--- src/rtl/prco_exec_unit_if.sv ---
// PRCO execute-unit bus: decode/ALU strobes and operands in,
// decoded fields, strobes, ALU result and IO outputs back.
interface prco_exec_unit_if;
    logic        i_dec_ce;
    logic [15:0] i_instr;
    logic        i_alu_ce;
    logic [15:0] i_data;
    logic [15:0] i_datb;

    logic [5:0]  q_op;
    logic [2:0]  q_seld;
    logic [2:0]  q_sela;
    logic [2:0]  q_selb;
    logic [15:0] q_imm8;
    logic [4:0]  q_simm5;
    logic        q_dec_ce;
    logic        q_fetch;
    logic        q_reg_we;
    logic        q_req_ram;
    logic        q_req_ram_we;
    logic        q_halt;
    logic [15:0] q_result;
    logic        q_ce_ram;
    logic        q_ce_reg;
    logic        q_should_branch;
    logic [7:0]  q_uart1_tx_data;
    logic        q_uart1_new;
    logic [7:0]  q_gpio1;

    modport slave (
        input  i_dec_ce, i_instr, i_alu_ce, i_data, i_datb,
        output q_op, q_seld, q_sela, q_selb, q_imm8, q_simm5,
        output q_dec_ce, q_fetch, q_reg_we, q_req_ram,
        output q_req_ram_we, q_halt,
        output q_result, q_ce_ram, q_ce_reg, q_should_branch,
        output q_uart1_tx_data, q_uart1_new, q_gpio1
    );

    modport master (
        output i_dec_ce, i_instr, i_alu_ce, i_data, i_datb,
        input  q_op, q_seld, q_sela, q_selb, q_imm8, q_simm5,
        input  q_dec_ce, q_fetch, q_reg_we, q_req_ram,
        input  q_req_ram_we, q_halt,
        input  q_result, q_ce_ram, q_ce_reg, q_should_branch,
        input  q_uart1_tx_data, q_uart1_new, q_gpio1
    );
endinterface

--- src/rtl/prco_exec_unit.sv ---
// PRCO decode + ALU + UART/GPIO output stage.
// Ports: i_clk, i_reset (sync, active high), bus (slave side).
module prco_exec_unit #(
    parameter logic [7:0] GPIO_RST = 8'h00
) (
    input  logic i_clk,
    input  logic i_reset,
    prco_exec_unit_if.slave bus
);
    localparam logic [5:0] OP_MOV  = 6'h01;
    localparam logic [5:0] OP_MOVI = 6'h02;
    localparam logic [5:0] OP_ADD  = 6'h03;
    localparam logic [5:0] OP_ADDI = 6'h04;
    localparam logic [5:0] OP_SUB  = 6'h05;
    localparam logic [5:0] OP_AND  = 6'h06;
    localparam logic [5:0] OP_OR   = 6'h07;
    localparam logic [5:0] OP_XOR  = 6'h08;
    localparam logic [5:0] OP_SHL  = 6'h09;
    localparam logic [5:0] OP_SHR  = 6'h0A;
    localparam logic [5:0] OP_CMP  = 6'h0B;
    localparam logic [5:0] OP_JMP  = 6'h0C;
    localparam logic [5:0] OP_JE   = 6'h0D;
    localparam logic [5:0] OP_JNE  = 6'h0E;
    localparam logic [5:0] OP_LW   = 6'h0F;
    localparam logic [5:0] OP_SW   = 6'h10;
    localparam logic [5:0] OP_UART = 6'h11;
    localparam logic [5:0] OP_GPIO = 6'h12;
    localparam logic [5:0] OP_HALT = 6'h1F;

    logic        flag_z, flag_n, flag_c;
    logic        uart_pend, gpio_pend;

    logic [5:0]  dec_op;
    logic [15:0] sx5;
    logic [16:0] wide;
    logic [15:0] res, fval;
    logic        c_nxt, fl_we, br;

    assign dec_op = {1'b0, bus.i_instr[15:11]};
    assign sx5    = {{11{bus.q_simm5[4]}}, bus.q_simm5};

    // Combinational ALU on the registered decode; NOP/CMP/HALT
    // and undefined opcodes keep the old result.
    always_comb begin
        wide  = 17'd0;
        res   = bus.q_result;
        c_nxt = 1'b0;
        fl_we = 1'b0;
        br    = 1'b0;
        case (bus.q_op)
            OP_MOV:  res = bus.i_datb;
            OP_MOVI: res = bus.q_imm8;
            OP_ADD: begin
                wide  = {1'b0, bus.i_data} + {1'b0, bus.i_datb};
                res   = wide[15:0];
                c_nxt = wide[16];
                fl_we = 1'b1;
            end
            OP_ADDI: begin
                wide  = {1'b0, bus.i_data} + {1'b0, sx5};
                res   = wide[15:0];
                c_nxt = wide[16];
                fl_we = 1'b1;
            end
            OP_SUB, OP_CMP: begin
                // bit 16 of the widened difference is the borrow
                wide  = {1'b0, bus.i_data} - {1'b0, bus.i_datb};
                c_nxt = wide[16];
                fl_we = 1'b1;
                if (bus.q_op == OP_SUB)
                    res = wide[15:0];
            end
            OP_AND: begin
                res   = bus.i_data & bus.i_datb;
                fl_we = 1'b1;
            end
            OP_OR: begin
                res   = bus.i_data | bus.i_datb;
                fl_we = 1'b1;
            end
            OP_XOR: begin
                res   = bus.i_data ^ bus.i_datb;
                fl_we = 1'b1;
            end
            OP_SHL: begin
                res   = bus.i_data << bus.i_datb[3:0];
                fl_we = 1'b1;
            end
            OP_SHR: begin
                res   = bus.i_data >> bus.i_datb[3:0];
                fl_we = 1'b1;
            end
            OP_JMP: begin
                res = bus.q_imm8;
                br  = 1'b1;
            end
            OP_JE: begin
                res = bus.q_imm8;
                br  = flag_z;
            end
            OP_JNE: begin
                res = bus.q_imm8;
                br  = ~flag_z;
            end
            OP_LW, OP_SW:     res = bus.i_datb + sx5;
            OP_UART, OP_GPIO: res = bus.i_data;
            default: ;
        endcase
    end

    // CMP sets flags from the difference without writing the result
    assign fval = (bus.q_op == OP_CMP) ? wide[15:0] : res;

    always_ff @(posedge i_clk) begin
        if (i_reset) begin
            bus.q_op            <= '0;
            bus.q_seld          <= '0;
            bus.q_sela          <= '0;
            bus.q_selb          <= '0;
            bus.q_imm8          <= '0;
            bus.q_simm5         <= '0;
            bus.q_dec_ce        <= 1'b0;
            bus.q_fetch         <= 1'b0;
            bus.q_reg_we        <= 1'b0;
            bus.q_req_ram       <= 1'b0;
            bus.q_req_ram_we    <= 1'b0;
            bus.q_halt          <= 1'b0;
            bus.q_result        <= '0;
            bus.q_ce_ram        <= 1'b0;
            bus.q_ce_reg        <= 1'b0;
            bus.q_should_branch <= 1'b0;
            bus.q_uart1_tx_data <= '0;
            bus.q_uart1_new     <= 1'b0;
            bus.q_gpio1         <= GPIO_RST;
            flag_z              <= 1'b0;
            flag_n              <= 1'b0;
            flag_c              <= 1'b0;
            uart_pend           <= 1'b0;
            gpio_pend           <= 1'b0;
        end else begin
            bus.q_dec_ce        <= 1'b0;
            bus.q_fetch         <= 1'b0;
            bus.q_ce_ram        <= 1'b0;
            bus.q_ce_reg        <= 1'b0;
            bus.q_should_branch <= 1'b0;
            bus.q_uart1_new     <= 1'b0;
            uart_pend           <= 1'b0;
            gpio_pend           <= 1'b0;

            if (uart_pend) begin
                bus.q_uart1_tx_data <= bus.q_result[7:0];
                bus.q_uart1_new     <= 1'b1;
            end
            if (gpio_pend)
                bus.q_gpio1 <= bus.q_result[7:0];

            if (!bus.q_halt && bus.i_alu_ce) begin
                bus.q_result <= res;
                if (bus.q_req_ram) begin
                    bus.q_ce_ram <= 1'b1;
                end else begin
                    bus.q_ce_reg        <= 1'b1;
                    bus.q_should_branch <= br;
                end
                if (fl_we) begin
                    flag_z <= (fval == 16'd0);
                    flag_n <= fval[15];
                    flag_c <= c_nxt;
                end
                uart_pend <= (bus.q_op == OP_UART);
                gpio_pend <= (bus.q_op == OP_GPIO);
            end

            if (!bus.q_halt && bus.i_dec_ce) begin
                bus.q_op     <= dec_op;
                bus.q_seld   <= bus.i_instr[10:8];
                bus.q_sela   <= bus.i_instr[7:5];
                bus.q_selb   <= bus.i_instr[4:2];
                bus.q_imm8   <= {{8{bus.i_instr[7]}}, bus.i_instr[7:0]};
                bus.q_simm5  <= bus.i_instr[4:0];
                bus.q_reg_we <= (dec_op >= OP_MOV && dec_op <= OP_SHR)
                                || dec_op == OP_LW;
                bus.q_req_ram    <= (dec_op == OP_LW) || (dec_op == OP_SW);
                bus.q_req_ram_we <= (dec_op == OP_SW);
                if (dec_op == OP_HALT)
                    bus.q_halt <= 1'b1;
                else if (dec_op >= OP_MOV && dec_op <= OP_GPIO)
                    bus.q_dec_ce <= 1'b1;
                else
                    bus.q_fetch <= 1'b1;
            end
        end
    end
endmodule

--- src/flat_wrapper.sv ---
// flat-port wrapper written by rule: the top's interface ports become plain ports
module prco_exec_unit_flat 
#(
    parameter logic [7:0] GPIO_RST = 8'h00
)
  (i_clk, i_reset, bus_i_dec_ce, bus_i_instr, bus_i_alu_ce, bus_i_data, bus_i_datb, bus_q_op, bus_q_seld, bus_q_sela, bus_q_selb, bus_q_imm8, bus_q_simm5, bus_q_dec_ce, bus_q_fetch, bus_q_reg_we, bus_q_req_ram, bus_q_req_ram_we, bus_q_halt, bus_q_result, bus_q_ce_ram, bus_q_ce_reg, bus_q_should_branch, bus_q_uart1_tx_data, bus_q_uart1_new, bus_q_gpio1);
  prco_exec_unit_if bus_i ();
  input  logic i_clk;
  input  logic i_reset;
  input wire logic [$bits(bus_i.i_dec_ce)-1:0] bus_i_dec_ce;
  input wire logic [$bits(bus_i.i_instr)-1:0] bus_i_instr;
  input wire logic [$bits(bus_i.i_alu_ce)-1:0] bus_i_alu_ce;
  input wire logic [$bits(bus_i.i_data)-1:0] bus_i_data;
  input wire logic [$bits(bus_i.i_datb)-1:0] bus_i_datb;
  output wire logic [$bits(bus_i.q_op)-1:0] bus_q_op;
  output wire logic [$bits(bus_i.q_seld)-1:0] bus_q_seld;
  output wire logic [$bits(bus_i.q_sela)-1:0] bus_q_sela;
  output wire logic [$bits(bus_i.q_selb)-1:0] bus_q_selb;
  output wire logic [$bits(bus_i.q_imm8)-1:0] bus_q_imm8;
  output wire logic [$bits(bus_i.q_simm5)-1:0] bus_q_simm5;
  output wire logic [$bits(bus_i.q_dec_ce)-1:0] bus_q_dec_ce;
  output wire logic [$bits(bus_i.q_fetch)-1:0] bus_q_fetch;
  output wire logic [$bits(bus_i.q_reg_we)-1:0] bus_q_reg_we;
  output wire logic [$bits(bus_i.q_req_ram)-1:0] bus_q_req_ram;
  output wire logic [$bits(bus_i.q_req_ram_we)-1:0] bus_q_req_ram_we;
  output wire logic [$bits(bus_i.q_halt)-1:0] bus_q_halt;
  output wire logic [$bits(bus_i.q_result)-1:0] bus_q_result;
  output wire logic [$bits(bus_i.q_ce_ram)-1:0] bus_q_ce_ram;
  output wire logic [$bits(bus_i.q_ce_reg)-1:0] bus_q_ce_reg;
  output wire logic [$bits(bus_i.q_should_branch)-1:0] bus_q_should_branch;
  output wire logic [$bits(bus_i.q_uart1_tx_data)-1:0] bus_q_uart1_tx_data;
  output wire logic [$bits(bus_i.q_uart1_new)-1:0] bus_q_uart1_new;
  output wire logic [$bits(bus_i.q_gpio1)-1:0] bus_q_gpio1;
  assign bus_i.i_dec_ce = bus_i_dec_ce;
  assign bus_i.i_instr = bus_i_instr;
  assign bus_i.i_alu_ce = bus_i_alu_ce;
  assign bus_i.i_data = bus_i_data;
  assign bus_i.i_datb = bus_i_datb;
  assign bus_q_op = bus_i.q_op;
  assign bus_q_seld = bus_i.q_seld;
  assign bus_q_sela = bus_i.q_sela;
  assign bus_q_selb = bus_i.q_selb;
  assign bus_q_imm8 = bus_i.q_imm8;
  assign bus_q_simm5 = bus_i.q_simm5;
  assign bus_q_dec_ce = bus_i.q_dec_ce;
  assign bus_q_fetch = bus_i.q_fetch;
  assign bus_q_reg_we = bus_i.q_reg_we;
  assign bus_q_req_ram = bus_i.q_req_ram;
  assign bus_q_req_ram_we = bus_i.q_req_ram_we;
  assign bus_q_halt = bus_i.q_halt;
  assign bus_q_result = bus_i.q_result;
  assign bus_q_ce_ram = bus_i.q_ce_ram;
  assign bus_q_ce_reg = bus_i.q_ce_reg;
  assign bus_q_should_branch = bus_i.q_should_branch;
  assign bus_q_uart1_tx_data = bus_i.q_uart1_tx_data;
  assign bus_q_uart1_new = bus_i.q_uart1_new;
  assign bus_q_gpio1 = bus_i.q_gpio1;
  prco_exec_unit #(.GPIO_RST(GPIO_RST)) u_core (.i_clk(i_clk), .i_reset(i_reset), .bus(bus_i));
endmodule
--- config.mk ---
export PLATFORM = sky130hd
export DESIGN_NAME = prco_exec_unit_flat
export DESIGN_NICKNAME = d
export VERILOG_FILES = /design/src/rtl/prco_exec_unit_if.sv /design/src/rtl/prco_exec_unit.sv /design/src/flat_wrapper.sv
export SDC_FILE = /design/constraint.sdc
export NUM_CORES = 1
export LEC_CHECK = 0
export BUFFER_PORTS_ARGS = -buffer_cell sky130_fd_sc_hd__buf_2
export CAP_MARGIN = 20
export CORE_ASPECT_RATIO = 1.75
export CORE_MARGIN = 2
export CORE_UTILIZATION = 60
export DETAILED_ROUTE_END_ITERATION = 10
export GPL_TIMING_DRIVEN = 0
export PLACE_DENSITY = 0.86
export RECOVER_POWER = 100
export SLEW_MARGIN = 20
export SYNTH_ARGS = -nofsm -noshare
export SYNTH_HDL_FRONTEND = slang
export SYNTH_SLANG_ARGS = --single-unit
--- constraint.sdc ---
create_clock -name i_clk -period 6.5 [get_ports i_clk]
set_input_delay 1.95 -clock i_clk [delete_from_list [all_inputs] [get_ports i_clk]]
set_output_delay 1.95 -clock i_clk [all_outputs]
set_load 0.1 [all_outputs]
### Yosys cells after proc, flatten, opt, wreduce, memory -nomap -nowiden

Cells that the tools add are included.

* reduce and logical (&&, ||, !) cells: 18
* multiplexer cells: 11
* $lt $le $gt $ge: 3
* bitwise gates (word level): 6
* equality and inequality tests: 21
* add/sub/neg operators: 4
* shifts and indexed selects: 2

Operators by type and width (count)
* $pmux 16 s12: 1
* $add 16x16->16: 3
* $pmux 16 s3: 1
* $eq 5x4->1 const B: 9
* $mux 16: 2
* $eq 5x5->1 const B: 5
* $eq 5x3->1 const B: 4
* $and 16x16->16: 1
* $logic_not 16->1: 1
* $or 16x16->16: 1
* $shl 16x4->16: 1
* $shr 16x4->16: 1
* $sub 16x16->16: 1
* $xor 16x16->16: 1
* $eq 5x2->1 const B: 2
* $reduce_or 9->1: 1
* $reduce_or 2->1: 4
* $mux 1: 6
* $reduce_or 3->1: 2
* $eq 5x1->1 const B: 1
* $ge 5x1->1 const B: 1
* $le 5x4->1 const B: 1
* $le 5x5->1 const B: 1
* $logic_and 1x1->1: 4
* 6 further kinds: 10

* logic and storage cells: 87
* register bits after elaboration: 72

### Longest topological paths before layout

* depth in word-level cells: 5
* mapped depth: 16

### Worst setup path before layout

No wires, ideal clock.

* path kind: input port to flip-flop
* start: in bus_i_datb[2]
* end: reg u_core.flag_z
* stages on the path: 16
* slack: 0.942 ns
* data arrival time: 5.484 ns
* data required time: 6.426 ns
* library setup time: 0.074 ns
* path through: clkbuf_1 inv_2 clkbuf_1 ha_1 clkbuf_1 nor2b_1 o31a_1 nor2_1 o41ai_1 xnor2_1 nor2_1 o41ai_1 or4b_2 nor3_1 nand4b_1 a31oi_1

* longest elaborated chain between the ends: 5
* elaborated cells on any way between the ends: 13
* those cells by class: add/sub: 3; shift: 2; mux: 4; bitwise: 3; reduce/logical: 1

RTL lines
* from (decl): line flat_wrapper.sv:14 `input wire logic [$bits(bus_i.i_datb)-1:0] bus_i_datb;`
* $sub 16x16->16: line prco_exec_unit.sv:67 `wide = {1'b0, bus.i_data} - {1'b0, bus.i_datb};`
* $mux 16: line prco_exec_unit.sv:70 `if (bus.q_op == OP_SUB)`
* $pmux 16 s12: line prco_exec_unit.sv:50 `case (bus.q_op)`
* $mux 16 (*): line prco_exec_unit.sv:112 `assign fval = (bus.q_op == OP_CMP) ? wide[15:0] : res;`
* $logic_not 16->1 (*): line prco_exec_unit.sv:166 `flag_z <= (fval == 16'd0);`
* to (signal assigned): line prco_exec_unit.sv:166
* to (decl): line prco_exec_unit.sv:30 `logic flag_z, flag_n, flag_c;`

Mark *: on every way between the ends. The rest lies on a longest branch, timed or not.
A chain may end at the register's enable or synchronous reset.

### Worst setup path in the final report

* start: in bus_i_datb[1]
* end: reg u_core.flag_z

Same word-level chain as after synthesis.

==> run_summary.xml <==
<?xml version="1.0" encoding="UTF-8"?>
<metrics>
  <group name="clock_tree">
    <metric name="post_cts.repair.setup_buffers" unit="">0</metric>
    <metric name="numCtsBuffers" unit="">9</metric>
    <metric name="insertion_delay" unit="ns">0.34</metric>
    <metric name="cts.sinks" unit="">61</metric>
    <metric name="cts_max_level" unit="">3</metric>
    <metric name="ctsLongestPathBuffers" unit="">2</metric>
    <metric name="ctsRootBufferMaster" unit="">sky130_fd_sc_hd__clkbuf_16</metric>
    <metric name="cts_tree" unit="">yes</metric>
    <metric name="clock_transition_at_the_registers_of_the_reported_paths" unit="ns">0.07</metric>
  </group>
  <group name="global_route">
    <metric name="grt_overflow_total" unit="">0</metric>
    <metric name="grt_pass1_vias" unit="">10033</metric>
    <metric name="grt_max_degree" unit="">30</metric>
    <metric name="global_route_wire_length_before_repair" unit="µm">59950</metric>
    <metric name="globalRouteTotalUtil" unit="%">52.64</metric>
    <metric name="antenna_found_initial" unit="">3</metric>
  </group>
  <group name="sta">
    <metric name="worst-slew-pin-transition" unit="ns">1.616</metric>
    <metric name="finalCritPeriodShare" unit="%">94.31</metric>
    <metric name="clock.fmax" unit="GHz">0.1631</metric>
    <metric name="final.hold.worst_slack" unit="ns">0.4655</metric>
    <metric name="max_slew_margin" unit="%">-7.859</metric>
    <metric name="final_max_slew_viol_count" unit="">30</metric>
    <metric name="finalHoldViolCount" unit="">0</metric>
    <metric name="final.setup.tns" unit="ns">0</metric>
    <metric name="finalWorstPathRequiredPeriod" unit="ns">6.130</metric>
    <metric name="fin_skew" unit="ns">0.01222</metric>
    <metric name="unrepaired_setup_endpoints_after_global_routing" unit="">false</metric>
    <metric name="setup_viol" unit="">0</metric>
  </group>
  <group name="logic_synthesis">
    <metric name="synth_cell_type_count" unit="">79</metric>
    <metric name="post_synth_instance_area" unit="µm²">8561</metric>
    <metric name="synth_fp_nets" unit="">1285</metric>
    <metric name="synth_area_leaders" unit="">sky130_fd_sc_hd__dfxtp_1, sky130_fd_sc_hd__ha_1, sky130_fd_sc_hd__nor2_1</metric>
    <metric name="ys_dominant_reg_cell" unit="">sky130_fd_sc_hd__dfxtp_1</metric>
    <metric name="synth_cells" unit="">1148</metric>
    <metric name="synthDominantAreaCellType" unit="">sky130_fd_sc_hd__dfxtp_1</metric>
    <metric name="yosysSeqAreaShare" unit="%">14.26</metric>
    <metric name="avgSynthCellArea" unit="µm²">7.457</metric>
    <metric name="synth_enable_flop_cells" unit="">0</metric>
    <metric name="yosysTopAreaCellShare" unit="%">14.26</metric>
    <metric name="async_flop_share" unit="%">0</metric>
    <metric name="yosys_warnings" unit="">0</metric>
    <metric name="yosys_register_bits" unit="">61</metric>
  </group>
  <group name="status">
    <metric name="outcome" unit="">complete, but fails checks</metric>
    <metric name="failing_checks" unit="">capacitance limit, slew limit</metric>
  </group>
  <group name="worst_setup_path">
    <metric name="largest_driver_fanout_on_the_critical_path" unit="">10</metric>
    <metric name="cp-end-kind" unit="">flip-flop</metric>
    <metric name="crit-reg2reg-launch" unit="">u_core.bus.q_imm8[4]</metric>
    <metric name="rr_worst_depth" unit="">12</metric>
    <metric name="critical_path_arrival" unit="ns">6.39</metric>
    <metric name="worstPathRequired" unit="ns">6.76</metric>
    <metric name="timing.rr.end" unit="">u_core.flag_z</metric>
    <metric name="startpoint_type" unit="">input port</metric>
    <metric name="criticalPathCategory" unit="">input port to flip-flop</metric>
    <metric name="r2r_slack" unit="ns">1.44</metric>
  </group>
  <group name="floorplanning">
    <metric name="die_y" unit="µm">162.0</metric>
    <metric name="floorplan.die_area" unit="µm²">15280</metric>
    <metric name="ios" unit="">130</metric>
    <metric name="rows" unit="">57</metric>
    <metric name="start_util" unit="%">61.56</metric>
    <metric name="core_area" unit="µm²">13910</metric>
    <metric name="floorplan.die.width" unit="µm">94.30</metric>
  </group>
  <group name="finish">
    <metric name="finalNonFillerCells" unit="">1471</metric>
    <metric name="number_of_flip_flops_in_the_largest_register" unit="">16</metric>
    <metric name="number_of_nets_in_the_layout" unit="">1423</metric>
    <metric name="filler_cell_count_in_the_final_layout" unit="">1311</metric>
    <metric name="total_area_of_multi_input_combinational_cells" unit="µm²">6701</metric>
    <metric name="layout-drive-gt1-share" unit="%">11.31</metric>
    <metric name="seq_area" unit="µm²">1221</metric>
    <metric name="finish.instance_area" unit="µm²">9633</metric>
    <metric name="largest-register" unit="">u_core.bus.q_result</metric>
    <metric name="syn_to_final_growth" unit="%">12.53</metric>
    <metric name="reg_top3" unit="">u_core.bus.q_result x16, u_core.bus.q_gpio1 x8, u_core.bus.q_uart1_tx_data x8</metric>
  </group>
  <group name="route">
    <metric name="detailroute.via_count" unit="">10506</metric>
    <metric name="routed_via_density" unit="">7.142</metric>
    <metric name="antenna_left" unit="">0</metric>
    <metric name="routed_wl" unit="µm">39880</metric>
    <metric name="post-route-drc-count" unit="">0</metric>
    <metric name="initialDrtViolationCount" unit="">1231</metric>
    <metric name="detailedRoute.firstPassIterationCount" unit="">9</metric>
    <metric name="wire_per_inst" unit="µm">27.11</metric>
  </group>
  <group name="worst_hold_path">
    <metric name="holdPathStages" unit="">2</metric>
    <metric name="holdPathEnd" unit="">u_core.bus.q_seld[0]</metric>
    <metric name="hold_path_class" unit="">flip-flop to flip-flop</metric>
    <metric name="hold_start" unit="">u_core.bus.q_seld[0]</metric>
  </group>
  <group name="placement">
    <metric name="numPortBuffers" unit="">127</metric>
    <metric name="placed_cells" unit="">1453</metric>
    <metric name="postPlaceCellArea" unit="µm²">9429</metric>
    <metric name="hpwl" unit="µm">30460</metric>
    <metric name="gp_congestion" unit="">1.105</metric>
  </group>
  <group name="power_and_ir_drop">
    <metric name="total_power" unit="W">0.001810</metric>
    <metric name="power-per-cell-area" unit="nW/µm²">187.9</metric>
    <metric name="static-leakage-power" unit="nW">3.883</metric>
    <metric name="max-vdd-ir-drop" unit="mV">0.2466</metric>
  </group>
  <group name="flow_run">
    <metric name="drv.max_cap_violation_count" unit="">1</metric>
  </group>
</metrics>
==> how the worst max path moves through the flow <==
stage | start | to | slack, ns | cells after the start
global placement | bus_i_datb[2] | u_core.flag_z | -0.44 | 17
detailed placement | bus_i_datb[2] | u_core.flag_z | -0.49 | 17
finish | bus_i_datb[1] | u_core.flag_z | 0.37 | 16
floorplan | bus_i_datb[2] | u_core.flag_z | 0.94 | 16
global route | bus_i_datb[1] | u_core.flag_z | 0.19 | 16
CTS | bus_i_datb[2] | u_core.flag_z | 0.23 | 16
==> area by class of cell <==
cell class | instances | share of cell area (%)
Inverter | 59 | 2.299
Timing Repair Buffer | 129 | 5.689
Sequential cell | 61 | 12.68
Clock buffer | 9 | 2.338
Buffer | 86 | 4.455
Clock inverter | 7 | 0.5975
Multi-Input combinational cell | 940 | 69.57
Antenna cell | 3 | 0.07793
Tap cell | 177 | 2.299
==> Yosys cell counts (13+ instances only) <==
master                     number
sky130_fd_sc_hd__inv_1         58
sky130_fd_sc_hd__nand3_1       28
sky130_fd_sc_hd__ha_1          81
sky130_fd_sc_hd__buf_4         20
sky130_fd_sc_hd__a22oi_1       21
sky130_fd_sc_hd__nand4_1       13
sky130_fd_sc_hd__nor3_1        39
sky130_fd_sc_hd__xnor2_1       28
sky130_fd_sc_hd__a211oi_1      21
sky130_fd_sc_hd__mux2i_1       46
sky130_fd_sc_hd__o21ai_0       40
sky130_fd_sc_hd__o211ai_1      14
sky130_fd_sc_hd__o22ai_1       13
sky130_fd_sc_hd__nand2_1       97
sky130_fd_sc_hd__a21oi_1       87
sky130_fd_sc_hd__nor2_1       138
sky130_fd_sc_hd__mux4_2        19
sky130_fd_sc_hd__mux2_2        13
sky130_fd_sc_hd__xor2_1        13
sky130_fd_sc_hd__dfxtp_1       61
sky130_fd_sc_hd__clkbuf_1      51
==> logic make-up after synthesis <==
group,Yosys count,synth area share [%]
AO/OA/AOI/OAI,332,26.76
adder cells (fa/ha/maj),85,12.77
buffers and inverters,147,7.702
flip-flops,61,14.26
AND/OR/NAND/NOR,403,22.17
XOR/XNOR,41,4.195
other,1,0.04380
multiplexers,78,12.09
==> power breakdown <==
group | switching [W] | internal (W)
clock network | 0.000213 | 0.000264
registers | 0.0000426 | 0.000392
logic | 0.000640 | 0.000258
==> what timing repair did <==
item                       4_1_cts  5_1_grt
setup endpoints to repair        1        2
gates resized for setup          0        3
hold buffers                     0        0
==> worst max-delay path, stage by stage <==
cell                       delay [ns]
sky130_fd_sc_hd__clkbuf_1        0.15
sky130_fd_sc_hd__buf_2           0.23
sky130_fd_sc_hd__buf_2           0.29
sky130_fd_sc_hd__inv_1           0.27
sky130_fd_sc_hd__ha_1            0.46
sky130_fd_sc_hd__a211oi_2        0.59
sky130_fd_sc_hd__o21ai_0         0.34
sky130_fd_sc_hd__nand2_1         0.28
sky130_fd_sc_hd__nand2_1         0.13
sky130_fd_sc_hd__a221o_1         0.30
sky130_fd_sc_hd__o21ai_0         0.09
sky130_fd_sc_hd__a41oi_1         0.17
sky130_fd_sc_hd__or4b_2          0.67
sky130_fd_sc_hd__nor3_1          0.16
sky130_fd_sc_hd__nand4b_1        0.12
sky130_fd_sc_hd__a31oi_1         0.17
==> cell usage in the layout (no fill, tap or decap), drive strengths merged, types with 13 or more instances in the layout <==
cell    instances
o22ai          13
mux2i          46
xnor2          28
clkbuf        146
a211oi         21
o211ai         14
nand2          97
xor2           13
dfxtp          61
inv            63
a21oi          87
nor2          138
buf            78
o21ai          40
a22oi          21
ha             81
nand4          13
nand3          28
mux4           19
nor3           40
mux2           13
==> metrics by stage <==
stage | utilization [%] | setup slack [ns]
after detailed placement | 67.80 | -0.4873
after global placement | 67.72 | -0.4405
final | 69.27 | 0.3700
after CTS | 69.81 | 0.2286
after global routing | 69.25 | 0.1927
after floorplan | - | 0.9417
==> per-layer routing <==
layer,vias to the layer above,track usage [%],share of wire (%)
met5,-,0,0
met4,0,51.12,14
met3,337,21.85,11
met1,4808,52.37,31
li1,4541,-,-
met2,820,80.16,45
No activity file was read; power rests on OpenSTA's default activity.
